[src/rtl/conv_4_ctrl.sv]
// Strip sequencer for the 4x4 convolution engine: kernel rows first, then image rows,
// with a 3-deep valid/index pipe that lines out_valid up with the engine result register.
module conv_4_ctrl #(
   parameter int KERNEL_SIZE = 4,
   parameter int IMG_ROWS    = 28,
   parameter int ROW_W       = $clog2(IMG_ROWS)
) (
   input  logic             clk,
   input  logic             rst,
   input  logic             start,
   input  logic             reload_kernel,
   input  logic             row_valid,
   output logic             row_ready,
   output logic             conv_valid_in,
   output logic             conv_kernel_load,
   output logic             conv_valid_out,
   output logic             out_valid,
   output logic [ROW_W-1:0] out_row_idx,
   output logic             busy,
   output logic             done,
   output logic             kernel_loaded
);

   localparam int               KC_W      = $clog2(KERNEL_SIZE);
   localparam logic [KC_W-1:0]  K_LAST    = KC_W'(KERNEL_SIZE - 1);
   localparam logic [ROW_W-1:0] WIN_FIRST = ROW_W'(KERNEL_SIZE - 1);
   localparam logic [ROW_W-1:0] ROW_LAST  = ROW_W'(IMG_ROWS - 1);

   typedef enum logic [2:0] {
      IDLE   = 3'd0,
      LOAD_K = 3'd1,
      STREAM = 3'd2,
      DRAIN  = 3'd3,
      DONE   = 3'd4
   } state_t;

   state_t           state_q, state_d;
   logic [KC_W-1:0]  krow_cnt_q, krow_cnt_d;
   logic [ROW_W-1:0] irow_cnt_q, irow_cnt_d;
   logic [2:0]       pipe_vld_q, pipe_vld_d;
   logic [ROW_W-1:0] tag0_q, tag0_d;
   logic [ROW_W-1:0] tag1_q, tag1_d;
   logic [ROW_W-1:0] tag2_q, tag2_d;
   logic             kloaded_q, kloaded_d;
   logic             row_ready_q, row_ready_d;
   logic             kload_q, kload_d;
   logic             busy_q, busy_d;
   logic             done_q, done_d;
   logic             xfer;

   assign xfer = row_valid && row_ready_q;

   always_comb begin
      state_d    = state_q;
      krow_cnt_d = krow_cnt_q;
      irow_cnt_d = irow_cnt_q;
      kloaded_d  = kloaded_q;
      // The pipe shifts every cycle so upstream stalls only open gaps.
      pipe_vld_d = {pipe_vld_q[1:0], 1'b0};
      tag0_d     = tag0_q;
      tag1_d     = tag0_q;
      tag2_d     = tag1_q;

      case (state_q)
         IDLE: begin
            if (start) begin
               state_d = (reload_kernel || !kloaded_q) ? LOAD_K : STREAM;
            end
         end
         LOAD_K: begin
            if (xfer) begin
               if (krow_cnt_q == K_LAST) begin
                  krow_cnt_d = '0;
                  kloaded_d  = 1'b1;
                  state_d    = STREAM;
               end else begin
                  krow_cnt_d = krow_cnt_q + 1'b1;
               end
            end
         end
         STREAM: begin
            if (xfer) begin
               // Only rows of this strip count toward a window; stale buffer rows never do.
               if (irow_cnt_q >= WIN_FIRST) begin
                  pipe_vld_d[0] = 1'b1;
                  tag0_d        = irow_cnt_q - WIN_FIRST;
               end
               if (irow_cnt_q == ROW_LAST) begin
                  irow_cnt_d = '0;
                  state_d    = DRAIN;
               end else begin
                  irow_cnt_d = irow_cnt_q + 1'b1;
               end
            end
         end
         DRAIN: begin
            if (pipe_vld_q[1:0] == 2'b00) begin
               state_d = DONE;
            end
         end
         DONE: begin
            state_d = IDLE;
         end
         default: begin
            state_d = IDLE;
         end
      endcase

      row_ready_d = (state_d == LOAD_K) || (state_d == STREAM);
      kload_d     = (state_d == LOAD_K);
      busy_d      = (state_d != IDLE);
      done_d      = (state_d == DONE);
   end

   always_ff @(posedge clk or posedge rst) begin
      if (rst) begin
         state_q     <= IDLE;
         krow_cnt_q  <= '0;
         irow_cnt_q  <= '0;
         pipe_vld_q  <= '0;
         tag0_q      <= '0;
         tag1_q      <= '0;
         tag2_q      <= '0;
         kloaded_q   <= 1'b0;
         row_ready_q <= 1'b0;
         kload_q     <= 1'b0;
         busy_q      <= 1'b0;
         done_q      <= 1'b0;
      end else begin
         state_q     <= state_d;
         krow_cnt_q  <= krow_cnt_d;
         irow_cnt_q  <= irow_cnt_d;
         pipe_vld_q  <= pipe_vld_d;
         tag0_q      <= tag0_d;
         tag1_q      <= tag1_d;
         tag2_q      <= tag2_d;
         kloaded_q   <= kloaded_d;
         row_ready_q <= row_ready_d;
         kload_q     <= kload_d;
         busy_q      <= busy_d;
         done_q      <= done_d;
      end
   end

   assign row_ready        = row_ready_q;
   assign conv_valid_in    = xfer;
   assign conv_kernel_load = kload_q;
   assign conv_valid_out   = pipe_vld_q[1];
   assign out_valid        = pipe_vld_q[2];
   assign out_row_idx      = tag2_q;
   assign busy             = busy_q;
   assign done             = done_q;
   assign kernel_loaded    = kloaded_q;

endmodule

[config.mk]
export PLATFORM = sky130hd
export DESIGN_NAME = conv_4_ctrl
export DESIGN_NICKNAME = d
export VERILOG_FILES = /design/src/rtl/conv_4_ctrl.sv
export SDC_FILE = /design/constraint.sdc
export NUM_CORES = 1
export LEC_CHECK = 0
export ABC_AREA = 0
export CAP_MARGIN = 10
export CORE_ASPECT_RATIO = 0.6
export CORE_MARGIN = 4
export CORE_UTILIZATION = 42
export DETAILED_ROUTE_END_ITERATION = 8
export PLACE_DENSITY = 0.66
export SETUP_SLACK_MARGIN = 0.2
export SYNTH_ARGS = -nofsm -noshare
export SYNTH_HDL_FRONTEND = slang
export SYNTH_SLANG_ARGS = --single-unit
[constraint.sdc]
create_clock -name clk -period 1.6 [get_ports clk]
set_input_delay 0.16 -clock clk [delete_from_list [all_inputs] [get_ports clk]]
set_output_delay 0.16 -clock clk [all_outputs]
set_load 0.02 [all_outputs]
==> flow_summary.json <==
{
  "outcome": "complete, no violations",
  "area_delta_synth_final_pct": 48.3,
  "slew_headroom": 0.728,
  "grt_usage": 0.139,
  "yosysWarningCount": 0,
  "final_antenna_net_count": 0,
  "final_nets": 145,
  "tns_ps": 0,
  "async_reset_ff_frac": 1.00,
  "synth-main-ff-cell": "dfrtp_1",
  "clk_pin_slew_ps": 70,
  "dpl-instance-area_um2": 1620,
  "hold_class": "input port to async pin",
  "grt-ovfl-total": 0,
  "grt_setup_unrepaired": "true",
  "first_global_vias": 832,
  "synth_edf_count": 0,
  "maxCapViolCount": 0,
  "synth_top_cell_area_share": 0.641,
  "powerDensity_nw_per_um2": 1720,
  "die_area_um2": 4050,
  "grt_pass1_wl_um": 4060,
  "setup_ws_ps": 84.3,
  "yosys-top-cells-count": "33 x dfrtp_1, 7 x nor2_1, 6 x mux2_2, 6 x nand2_1, 5 x a21oi_1",
  "syn_area_per_cell_um2": 12.9,
  "seq_area_frac_synth": 0.641,
  "cts_hold_buf": 0,
  "syn_area_um2": 1290,
  "setup_viol": 0,
  "yosysTopAreaCell": "dfrtp_1",
  "max_freq_mhz": 660,
  "wl_um": 2620,
  "drive_gt1_frac": 0.374,
  "routed_via_density": 4.95,
  "multi_input_area_um2": 566,
  "cts-root-buf": "clkbuf_8",
  "initial_utilization": 0.443,
  "fin_area_um2": 1910,
  "rows": 15,
  "htree_levels": 2,
  "clock_sinks": 33,
  "dp_slack_ps": -163,
  "numCtsBuffers": 5,
  "vias": 896,
  "worst_slew_pin_slew_ps": 408,
  "cellLeakagePower_nw": 0.944,
  "clockBufferDepth": 2,
  "synth_nets": 107,
  "antenna_found_initial": 0,
  "finalMaxSlewViolations": 0,
  "drt_iter0_markers": 56,
  "syn_inst": 100,
  "post-route-min-period_ps": 1520,
  "criticalPathCategory": "flip-flop to flip-flop",
  "place.detailed.hpwl_um": 1780,
  "fillers": 203,
  "clk_latency_ps": 280,
  "critPathMaxFanout": 4,
  "die_w_um": 79.5,
  "peakVddDrop_mv": 1.22,
  "ios": 18,
  "cts_tree": "yes",
  "seq_area_um2": 832,
  "required_ps": 1770,
  "worstPathArrival_ps": 1690,
  "ys_types": 32,
  "post-route-util": 0.657,
  "drc": 0,
  "io_buffers": 17,
  "crit_path_end_kind": "flip-flop",
  "core_um2": 2910,
  "n_antenna_cell": 0,
  "gp_congestion": 0.826,
  "synthMostInstantiatedCell": "dfrtp_1",
  "synth_area_leaders": "dfrtp_1 64%, mux2_2 5.2%, a2111oi_4 2.1%",
  "min_period_over_period": 0.947,
  "drtPass1Iterations": 4,
  "grt_max_degree": 34,
  "final_hold_viol_count": 0,
  "wire_per_inst_um": 14.5,
  "ys_ff_latch": 33,
  "skew_ps": 4.98,
  "start_kind": "flip-flop",
  "die_h_um": 50.9
}
path summary, 6_finish.rpt:
| path | from | end | slack (ps) | cells after the start |
|---|---|---|---|---|
| min reg2reg | tag1_q[0] | out_row_idx[0] | 350 | 0 |
| max in group asynchronous | rst | row_ready | 1010 | 3 |
| max reg2reg | irow_cnt_q[0] | tag0_q[1] | 80 | 4 |
| max | irow_cnt_q[0] | tag0_q[1] | 80 | 4 |
| min in group clk | tag1_q[0] | out_row_idx[0] | 350 | 0 |
| min | rst | tag0_q[2] | 270 | 3 |
logic make-up (layout without fill, tap and decap cells):
logic type,Yosys count,count (layout),synth area share
buffers and inverters,6,45,0.0194
flip-flops,33,33,0.641
XOR/XNOR,3,3,0.0204
multiplexers,6,6,0.0524
AND/OR/NAND/NOR,33,33,0.146
adder cells (fa/ha/maj),2,2,0.0194
AO/OA/AOI/OAI,17,17,0.102
through the flow:
step	std cells	total power [W]	hold slack [ps]
floorplan	100	0.00182	289
CTS	179	0.00326	273
global placement	166	0.00218	333
finish	181	0.00329	266
global route	181	0.00345	324
detailed placement	166	0.00221	336
worst max-delay path, cell delays in order, from the launching register on:
cell and delay (ps):
dfrtp_2 440, ha_4 170, nor3_4 50, a2111oi_4 410, mux2_4 330
what timing repair did:
action                                  in CTS  in global routing
setup buffers                                5                  2
hold endpoints to repair                     0                  0
endpoints found under the setup margin      17                 18
pin swaps                                    7                  5
gates resized for setup                     19                 15
metal layers:
metal  track usage  share of wire  wire length (µm)
met1         0.193           0.50              1300
met2         0.183           0.43              1130
met3        0.0546          0.061               161
met4        0.0771         0.0073                19
met5             0              0                 0
flip-flops by register name, indices dropped and copies added (netlist names):
signal	cells
tag1_q	5
kernel_loaded	1
state_q	3
tag0_q	5
krow_cnt_q	2
irow_cnt_q	5
conv_kernel_load	1
row_ready	1
done	1
busy	1
out_row_idx	5
pipe_vld_q	3
final cells by class:
class / count / area share
Sequential cell: 33 / 0.435
Multi-Input combinational cell: 61 / 0.296
Timing Repair Buffer: 34 / 0.165
Clock buffer: 5 / 0.0360
Clock inverter: 3 / 0.0341
Tap cell: 42 / 0.0275
Inverter: 3 / 0.00589
cell usage in the layout (no fill, tap or decap), types with 5 or more instances in the layout:
master,Yosys,final
mux2_4,0,5
clkbuf_8,0,5
buf_4,0,14
dfrtp_1,33,28
clkdlybuf4s50_1,0,7
nand2_1,6,5
dlygate4sd2_1,0,5
dfrtp_2,0,5
nor2_1,7,7
dlymetal6s2s_1,0,5
power breakdown:
group / internal [W] / switching (W) / leakage (nW) / total (W)
registers: 0.00107 / 0.000215 / 0.434 / 0.00129
clock network: 0.000618 / 0.000294 / 0.0681 / 0.000912
logic: 0.000568 / 0.000523 / 0.442 / 0.00109
(Power assumes the default switching activity.)
